[config.mk]
export PLATFORM = sky130hd
export DESIGN_NAME = flt_norm_round_pipe
export DESIGN_NICKNAME = d
export VERILOG_FILES = /design/src/rtl/flt_norm_round_pipe.sv
export SDC_FILE = /design/constraint.sdc
export NUM_CORES = 1
export LEC_CHECK = 0
export ABC_AREA = 1
export CORE_UTILIZATION = 40
export DETAILED_ROUTE_END_ITERATION = 10
export GPL_TIMING_DRIVEN = 0
export PLACE_DENSITY = 0.73
export SYNTH_ARGS = -nofsm -noshare
export SYNTH_HDL_FRONTEND = slang
export SYNTH_HIERARCHICAL = 1
export SYNTH_SLANG_ARGS = --single-unit
[constraint.sdc]
create_clock -name clk -period 6.7 [get_ports clk]
set_input_delay 1.34 -clock clk [delete_from_list [all_inputs] [get_ports clk]]
set_output_delay 1.34 -clock clk [all_outputs]
set_load 0.005 [all_outputs]
[src/rtl/flt_norm_round_pipe.sv]
// rtl/flt_norm_round_pipe.sv - two-stage normalise / RNE-round / saturate stage for 1x32b, 2x16b or 4x8b adder lanes.
// Optional FLT_NORM_OVF_CNT_EN adds a saturating ovf_cnt output and its ovf_cnt_clr input.
module flt_norm_round_lane #(
  parameter int MANT_L  = 24,
  parameter int EXP_L   = 8,
  parameter int EXP_MAX = 255
) (
  input  logic [MANT_L+1:0] mant_in,
  input  logic [EXP_L:0]    exp_in,
  output logic [MANT_L-1:0] mant_out,
  output logic [EXP_L:0]    exp_out,
  output logic              ovf
);
  localparam int EW = EXP_L + 2;
  localparam logic signed [EW-1:0] EMAX = EW'(EXP_MAX);

  logic [MANT_L-1:0]    m;
  logic                 guard, sticky, up;
  logic signed [EW-1:0] e;

  always_comb begin
    e      = {exp_in[EXP_L], exp_in};
    m      = mant_in[MANT_L:1];
    guard  = mant_in[0];
    sticky = 1'b0;
    ovf    = 1'b0;
    if (mant_in[MANT_L+1]) begin
      m      = mant_in[MANT_L+1:2];
      guard  = mant_in[1];
      sticky = mant_in[0];
      e      = e + EW'(1);
    end
    up = guard && (sticky || m[0]);
    if (up) begin
      if (&m) begin
        m = {1'b1, {(MANT_L-1){1'b0}}};
        e = e + EW'(1);
      end else begin
        m = m + MANT_L'(1);
      end
    end
    if (mant_in == '0) begin
      m = '0;
      e = '0;
    end else if (e > EMAX) begin
      e   = EMAX;
      m   = '1;
      ovf = 1'b1;
    end
    mant_out = m;
    exp_out  = e[EXP_L:0];
  end
endmodule

module flt_norm_round_pipe #(
  parameter int PRECISION_CONFIG_L   = 2,
  parameter int EXP_COMBINED_FULL_L  = 8,
  parameter int EXP_COMBINED_HALF_L  = 5,
  parameter int EXP_COMBINED_QUART_L = 4,
  parameter int MANT_FULL_L          = 24,
  parameter int MANT_HALF_L          = 11,
  parameter int MANT_QUART_L         = 4,
  parameter int EXP_MAX_FULL         = (2**EXP_COMBINED_FULL_L)-1,
  parameter int EXP_MAX_HALF         = (2**EXP_COMBINED_HALF_L)-1,
  parameter int EXP_MAX_QUART        = (2**EXP_COMBINED_QUART_L)-1,
  parameter logic [PRECISION_CONFIG_L-1:0] MODE_32B = 0,
  parameter logic [PRECISION_CONFIG_L-1:0] MODE_16B = 1,
  parameter logic [PRECISION_CONFIG_L-1:0] MODE_8B  = 2
) (
  input  logic                                  clk,
  input  logic                                  rst_n,
  input  logic                                  in_valid,
  output logic                                  in_ready,
  input  logic [PRECISION_CONFIG_L-1:0]         mode,
  input  logic [EXP_COMBINED_FULL_L:0]          exp_full_in,
  input  logic [2*(EXP_COMBINED_HALF_L+1)-1:0]  exp_half_in,
  input  logic [4*(EXP_COMBINED_QUART_L+1)-1:0] exp_quart_in,
  input  logic [MANT_FULL_L+1:0]                mant_full_in,
  input  logic [2*(MANT_HALF_L+2)-1:0]          mant_half_in,
  input  logic [4*(MANT_QUART_L+2)-1:0]         mant_quart_in,
  output logic                                  out_valid,
  input  logic                                  out_ready,
  output logic [PRECISION_CONFIG_L-1:0]         mode_out,
  output logic [EXP_COMBINED_FULL_L:0]          exp_full_out,
  output logic [2*(EXP_COMBINED_HALF_L+1)-1:0]  exp_half_out,
  output logic [4*(EXP_COMBINED_QUART_L+1)-1:0] exp_quart_out,
  output logic [MANT_FULL_L-1:0]                mant_full_out,
  output logic [2*MANT_HALF_L-1:0]              mant_half_out,
  output logic [4*MANT_QUART_L-1:0]             mant_quart_out,
  output logic [3:0]                            ovf_out
`ifdef FLT_NORM_OVF_CNT_EN
  ,
  input  logic                                  ovf_cnt_clr,
  output logic [15:0]                           ovf_cnt
`endif
);
  localparam int EHW = EXP_COMBINED_HALF_L + 1;
  localparam int EQW = EXP_COMBINED_QUART_L + 1;
  localparam int MHW = MANT_HALF_L + 2;
  localparam int MQW = MANT_QUART_L + 2;

  logic                                  s1_valid;
  logic [PRECISION_CONFIG_L-1:0]         s1_mode;
  logic [EXP_COMBINED_FULL_L:0]          s1_exp_full;
  logic [2*EHW-1:0]                      s1_exp_half;
  logic [4*EQW-1:0]                      s1_exp_quart;
  logic [MANT_FULL_L+1:0]                s1_mant_full;
  logic [2*MHW-1:0]                      s1_mant_half;
  logic [4*MQW-1:0]                      s1_mant_quart;
  logic                                  s1_adv, s2_adv;

  logic [EXP_COMBINED_FULL_L:0]          n_exp_full;
  logic [2*EHW-1:0]                      n_exp_half;
  logic [4*EQW-1:0]                      n_exp_quart;
  logic [MANT_FULL_L-1:0]                n_mant_full;
  logic [2*MANT_HALF_L-1:0]              n_mant_half;
  logic [4*MANT_QUART_L-1:0]             n_mant_quart;
  logic                                  n_ovf_full;
  logic [1:0]                            n_ovf_half;
  logic [3:0]                            n_ovf_quart;
  logic                                  full_act, half_act, quart_act;

  assign s2_adv   = !out_valid || out_ready;
  assign s1_adv   = !s1_valid || s2_adv;
  assign in_ready = s1_adv;

  always_ff @(posedge clk or negedge rst_n) begin
    if (!rst_n) begin
      s1_valid      <= 1'b0;
      s1_mode       <= '0;
      s1_exp_full   <= '0;
      s1_exp_half   <= '0;
      s1_exp_quart  <= '0;
      s1_mant_full  <= '0;
      s1_mant_half  <= '0;
      s1_mant_quart <= '0;
    end else if (s1_adv) begin
      s1_valid <= in_valid;
      if (in_valid) begin
        s1_mode       <= mode;
        s1_exp_full   <= exp_full_in;
        s1_exp_half   <= exp_half_in;
        s1_exp_quart  <= exp_quart_in;
        s1_mant_full  <= mant_full_in;
        s1_mant_half  <= mant_half_in;
        s1_mant_quart <= mant_quart_in;
      end
    end
  end

  flt_norm_round_lane #(.MANT_L(MANT_FULL_L), .EXP_L(EXP_COMBINED_FULL_L), .EXP_MAX(EXP_MAX_FULL)) u_full (
    .mant_in(s1_mant_full), .exp_in(s1_exp_full),
    .mant_out(n_mant_full), .exp_out(n_exp_full), .ovf(n_ovf_full)
  );

  for (genvar i = 0; i < 2; i++) begin : g_half
    flt_norm_round_lane #(.MANT_L(MANT_HALF_L), .EXP_L(EXP_COMBINED_HALF_L), .EXP_MAX(EXP_MAX_HALF)) u_lane (
      .mant_in(s1_mant_half[i*MHW +: MHW]), .exp_in(s1_exp_half[i*EHW +: EHW]),
      .mant_out(n_mant_half[i*MANT_HALF_L +: MANT_HALF_L]), .exp_out(n_exp_half[i*EHW +: EHW]),
      .ovf(n_ovf_half[i])
    );
  end

  for (genvar i = 0; i < 4; i++) begin : g_quart
    flt_norm_round_lane #(.MANT_L(MANT_QUART_L), .EXP_L(EXP_COMBINED_QUART_L), .EXP_MAX(EXP_MAX_QUART)) u_lane (
      .mant_in(s1_mant_quart[i*MQW +: MQW]), .exp_in(s1_exp_quart[i*EQW +: EQW]),
      .mant_out(n_mant_quart[i*MANT_QUART_L +: MANT_QUART_L]), .exp_out(n_exp_quart[i*EQW +: EQW]),
      .ovf(n_ovf_quart[i])
    );
  end

  assign full_act  = (s1_mode == MODE_32B);
  assign half_act  = (s1_mode == MODE_16B);
  assign quart_act = (s1_mode == MODE_8B);

  // Lanes not used by the beat's mode are forced to zero so the writeback sees clean fields.
  always_ff @(posedge clk or negedge rst_n) begin
    if (!rst_n) begin
      out_valid      <= 1'b0;
      mode_out       <= '0;
      exp_full_out   <= '0;
      exp_half_out   <= '0;
      exp_quart_out  <= '0;
      mant_full_out  <= '0;
      mant_half_out  <= '0;
      mant_quart_out <= '0;
      ovf_out        <= '0;
    end else if (s2_adv) begin
      out_valid <= s1_valid;
      if (s1_valid) begin
        mode_out       <= s1_mode;
        exp_full_out   <= full_act  ? n_exp_full   : '0;
        mant_full_out  <= full_act  ? n_mant_full  : '0;
        exp_half_out   <= half_act  ? n_exp_half   : '0;
        mant_half_out  <= half_act  ? n_mant_half  : '0;
        exp_quart_out  <= quart_act ? n_exp_quart  : '0;
        mant_quart_out <= quart_act ? n_mant_quart : '0;
        ovf_out        <= full_act  ? {3'b000, n_ovf_full} :
                          half_act  ? {2'b00, n_ovf_half}  :
                          quart_act ? n_ovf_quart          : 4'b0000;
      end
    end
  end

`ifdef FLT_NORM_OVF_CNT_EN
  always_ff @(posedge clk or negedge rst_n) begin
    if (!rst_n) begin
      ovf_cnt <= '0;
    end else if (ovf_cnt_clr) begin
      ovf_cnt <= '0;
    end else if (out_valid && out_ready && (|ovf_out) && (ovf_cnt != 16'hFFFF)) begin
      ovf_cnt <= ovf_cnt + 16'd1;
    end
  end
`endif
endmodule

==> flow_metrics.env, run 1 <==
export IMPL_status="completed"
export IMPL_synth_flop_cell="dfrtp_1"
export IMPL_area_growth_synth_to_final_pct=26.5
export IMPL_io_buffers=233
export IMPL_leakagePower_nw=9.30
export IMPL_die_h_um=197
export IMPL_hold_start="s1_mant_quart[18]$_DFFE_PN0P_"
export IMPL_tightest_slew_ps=874
export IMPL_path_max_fanout=10
export IMPL_ir_drop_mv=0.177
export IMPL_setup_ws_ps=2240
export IMPL_fin_setup_tns_ps=0
export IMPL_grt_pass1_vias=14200
export IMPL_io_pins=234
export IMPL_path_class="in -> out"
export IMPL_hold_depth=2
export IMPL_avgSynthCellArea_um2=6.96
export IMPL_start_util_pct=40.5
export IMPL_final_hold_violation_count=0
export IMPL_r2r_end="mant_full_out[12]$_DFFE_PN0P_"
export IMPL_fmax_mhz=224
export IMPL_place_area_mm2=0.0182
export IMPL_hpwl_um=36700
export IMPL_grt_setup_unrepaired="false"
export IMPL_yosys_area_top_type="dfrtp_1"
export IMPL_power_frac_seq_pct=34.9
export IMPL_r2r_start="s1_mant_full[25]$_DFFE_PN0P_"
export IMPL_clkPwrFrac_pct=30.9
export IMPL_drcViolationCount=0
export IMPL_overflow=0
export IMPL_track_usage_pct=24.3
export IMPL_r2r_slack_ps=3700
export IMPL_clkLatencyLatePin_ps=560
export IMPL_wl_met1_um=21600
export IMPL_wl_um=46800
export IMPL_avgRoutedWirePerCell_um=15.7
export IMPL_drv_slew=0
export IMPL_highest_layer="met4"
export IMPL_clkSlewWorstSetupHoldPaths_ps=60
export IMPL_ys_types=45
export IMPL_wl_met2_um=21800
export IMPL_grt_start_max_net_pins=127
export IMPL_die_area_mm2=0.0388
export IMPL_synthArstFlopShare_pct=100
export IMPL_hold_end="s1_mant_quart[18]$_DFFE_PN0P_"
export IMPL_holdBufCountCts=0
export IMPL_firstDrtPassIters=6
export IMPL_fin_crit_sh_pct=66.5
export IMPL_synth_edf_count=0
export IMPL_p_int_mw=3.52
export IMPL_layout_commonest_cell="nand2_1"
export IMPL_layout_nets=2595
export IMPL_fin_skew_ps=12.8
export IMPL_place_ws_ps=2270
export IMPL_crit_path_end_kind="output pin"
export IMPL_synthCells=2187
export IMPL_gp_congestion=0.934
export IMPL_num_antenna_cells=0
export IMPL_syn_cell_area_mm2=0.0152
export IMPL_rows=71
export IMPL_crit_path_start="out_ready"
export IMPL_layout_common_cells="nand2_1, clkdlybuf4s50_1, dfrtp_1, nand3_1, inv_1"
export IMPL_met3_length_um=1930
export IMPL_cts_buffers_inserted=28
export IMPL_ys_seq_area_share_pct=37.8
export IMPL_fillers=3705
export IMPL_cts_tree="done"
export IMPL_setup_viol=0
export IMPL_drive_above_1_share_pct=11.4
export IMPL_synthTopCellsByArea="dfrtp_1, nand2_1, nand3_1, inv_1, o21ai_0"
export IMPL_fp_dieW_um=197
export IMPL_relSlewSlack_pct=41.7
export IMPL_fin_crit_ps=4460
export IMPL_power_density_mw_per_mm2=282
export IMPL_post_cts_resized=0
export IMPL_holdCritPathClass="reg -> reg"
export IMPL_crit_arrival_ps=3120
export IMPL_switchingPower_mw=1.92
export IMPL_place_inst=2932
export IMPL_yosys_area_top_type_share_pct=37.8
export IMPL_htree_levels=1
export IMPL_routed_via_count=14700
export IMPL_synth_nets=2331
export IMPL_postRouteAntennaNets=0
export IMPL_avgViaCountPerCell=4.92
export IMPL_clkSinkCount=230
export IMPL_seq_area_mm2=0.00576
export IMPL_r2r_cells=16
export IMPL_grt_pass1_wl_um=74700
export IMPL_swShare_pct=35.3
export IMPL_fin_cells=2983
export IMPL_core_mm2=0.0376
export IMPL_worstPathRequired_ps=5360
export IMPL_cts_root_buf="clkbuf_16"
export IMPL_final_area_mm2=0.0192
export IMPL_drt_initial_drc_count=741
export IMPL_cts_buffer_depth=3
export IMPL_start_kind="input port"
export IMPL_post_cts_buffers=0
export IMPL_power_frac_comb_pct=34.2
export IMPL_whs_ps=477
export IMPL_antenna_found_initial=0
export IMPL_multi_input_area_mm2=0.00815
export IMPL_ys_ff_latch=230
export IMPL_yosysWarnings=6
export IMPL_drv_cap=0
==> power groups by stage <==
stage / clock, mW / sequential (mW) / combinational [mW]
after floorplan: 0 / 1.85 / 1.11
after global placement: 0 / 1.91 / 1.83
after detailed placement: 0 / 1.91 / 1.86
after CTS: 1.71 / 1.89 / 1.87
after global routing: 1.77 / 1.92 / 2.09
final: 1.68 / 1.90 / 1.86
==> cell type report <==
| type | count | area share (%) |
|---|---|---|
| flip-flops and latches | 230 | 29.9 |
| clock inverters | 12 | 1.09 |
| repair buffers | 234 | 12.3 |
| well taps | 511 | 3.32 |
| clock buffers | 39 | 4.23 |
| plain buffers | 97 | 3.31 |
| inverters | 177 | 3.47 |
| multi-input cells | 1683 | 42.4 |
==> sequential cells by signal (all words and copies together), names as in the netlist <==
register and flops:
s1_mant_full 26, s1_mant_half 26, mant_full_out 24, s1_mant_quart 24
mant_half_out 22, exp_quart_out 20, s1_exp_quart 20, mant_quart_out 16
exp_half_out 12, s1_exp_half 12, exp_full_out 9, s1_exp_full 9
ovf_out 4, mode_out 2, s1_mode 2, out_valid 1
s1_valid 1
==> cells by family after synthesis <==
family          count (synthesis)  share of synthesized area (%)
fa+ha+maj                      21                           1.73
simple gates                 1423                           41.8
buf+inv                       274                           8.57
xor+xnor                       38                           2.58
flops                         230                           37.8
compound gates                201                           7.47
==> cell usage after synthesis (all sizes together) (6+ instances only) <==
cell type,count
nand2,973
a21oi,14
or2,6
o21ai,171
nor4,8
clkinv,6
dfrtp,230
clkbuf,25
ha,21
inv,171
buf,72
xnor2,10
nand3b,7
nand3,241
nand4,28
xor2,28
nor3,9
nor2,149
o21bai,9
==> worst max path at each step <==
stage	endpoint	slack (ps)	depth (start not counted)
2_1_floorplan	in_ready	3640	3
3_3_place_gp	mant_half_out[6]$_DFFE_PN0P_	-5300	1
3_5_place_dp	in_ready	2270	5
4_1_cts	in_ready	2260	5
5_1_grt	in_ready	2180	5
6_report	in_ready	2240	5
==> metrics by stage <==
stage          total power, mW  util (%)
6_report                  5.43      51.2
5_1_grt                   5.78      51.2
4_1_cts                   5.47      51.2
3_5_place_dp              3.78      48.5
3_3_place_gp              3.73      48.4
2_1_floorplan             2.96         -
==> metal layers <==
metal | vias up | GRT usage, %
met5 | - | 0
met4 | 0 | 7.72
met3 | 82 | 2.56
met2 | 340 | 40.4
met1 | 6782 | 33.2
li1 | 7461 | -
==> worst max-delay path, stage by stage <==
cell,delay (ps)
clkdlybuf4s50_1,520
inv_1,90
nand3_2,100
clkbuf_1,450
clkdlybuf4s50_1,610
Note: power is estimated with default switching activity, not from simulation.
==> run 2, diff against run 1 <==
==> constraint.sdc (replaced) <==
create_clock -name clk -period 4.42 [get_ports clk]
set_input_delay 0.884 -clock clk [delete_from_list [all_inputs] [get_ports clk]]
set_output_delay 0.884 -clock clk [all_outputs]
set_load 0.005 [all_outputs]
==> results of run 2 <==
Same layout as run 1 (identical final DEF). Status: completed.
Among the figures that moved: setup slack after placement 2270 ps -> 900 ps; setup slack after layout 2240 ps -> 873 ps; hold slack 477 ps -> 334 ps; register-to-register setup slack 3700 ps -> 1420 ps; total power 5.43 mW -> 8.24 mW; worst IR drop on VDD 0.177 mV -> 0.268 mV
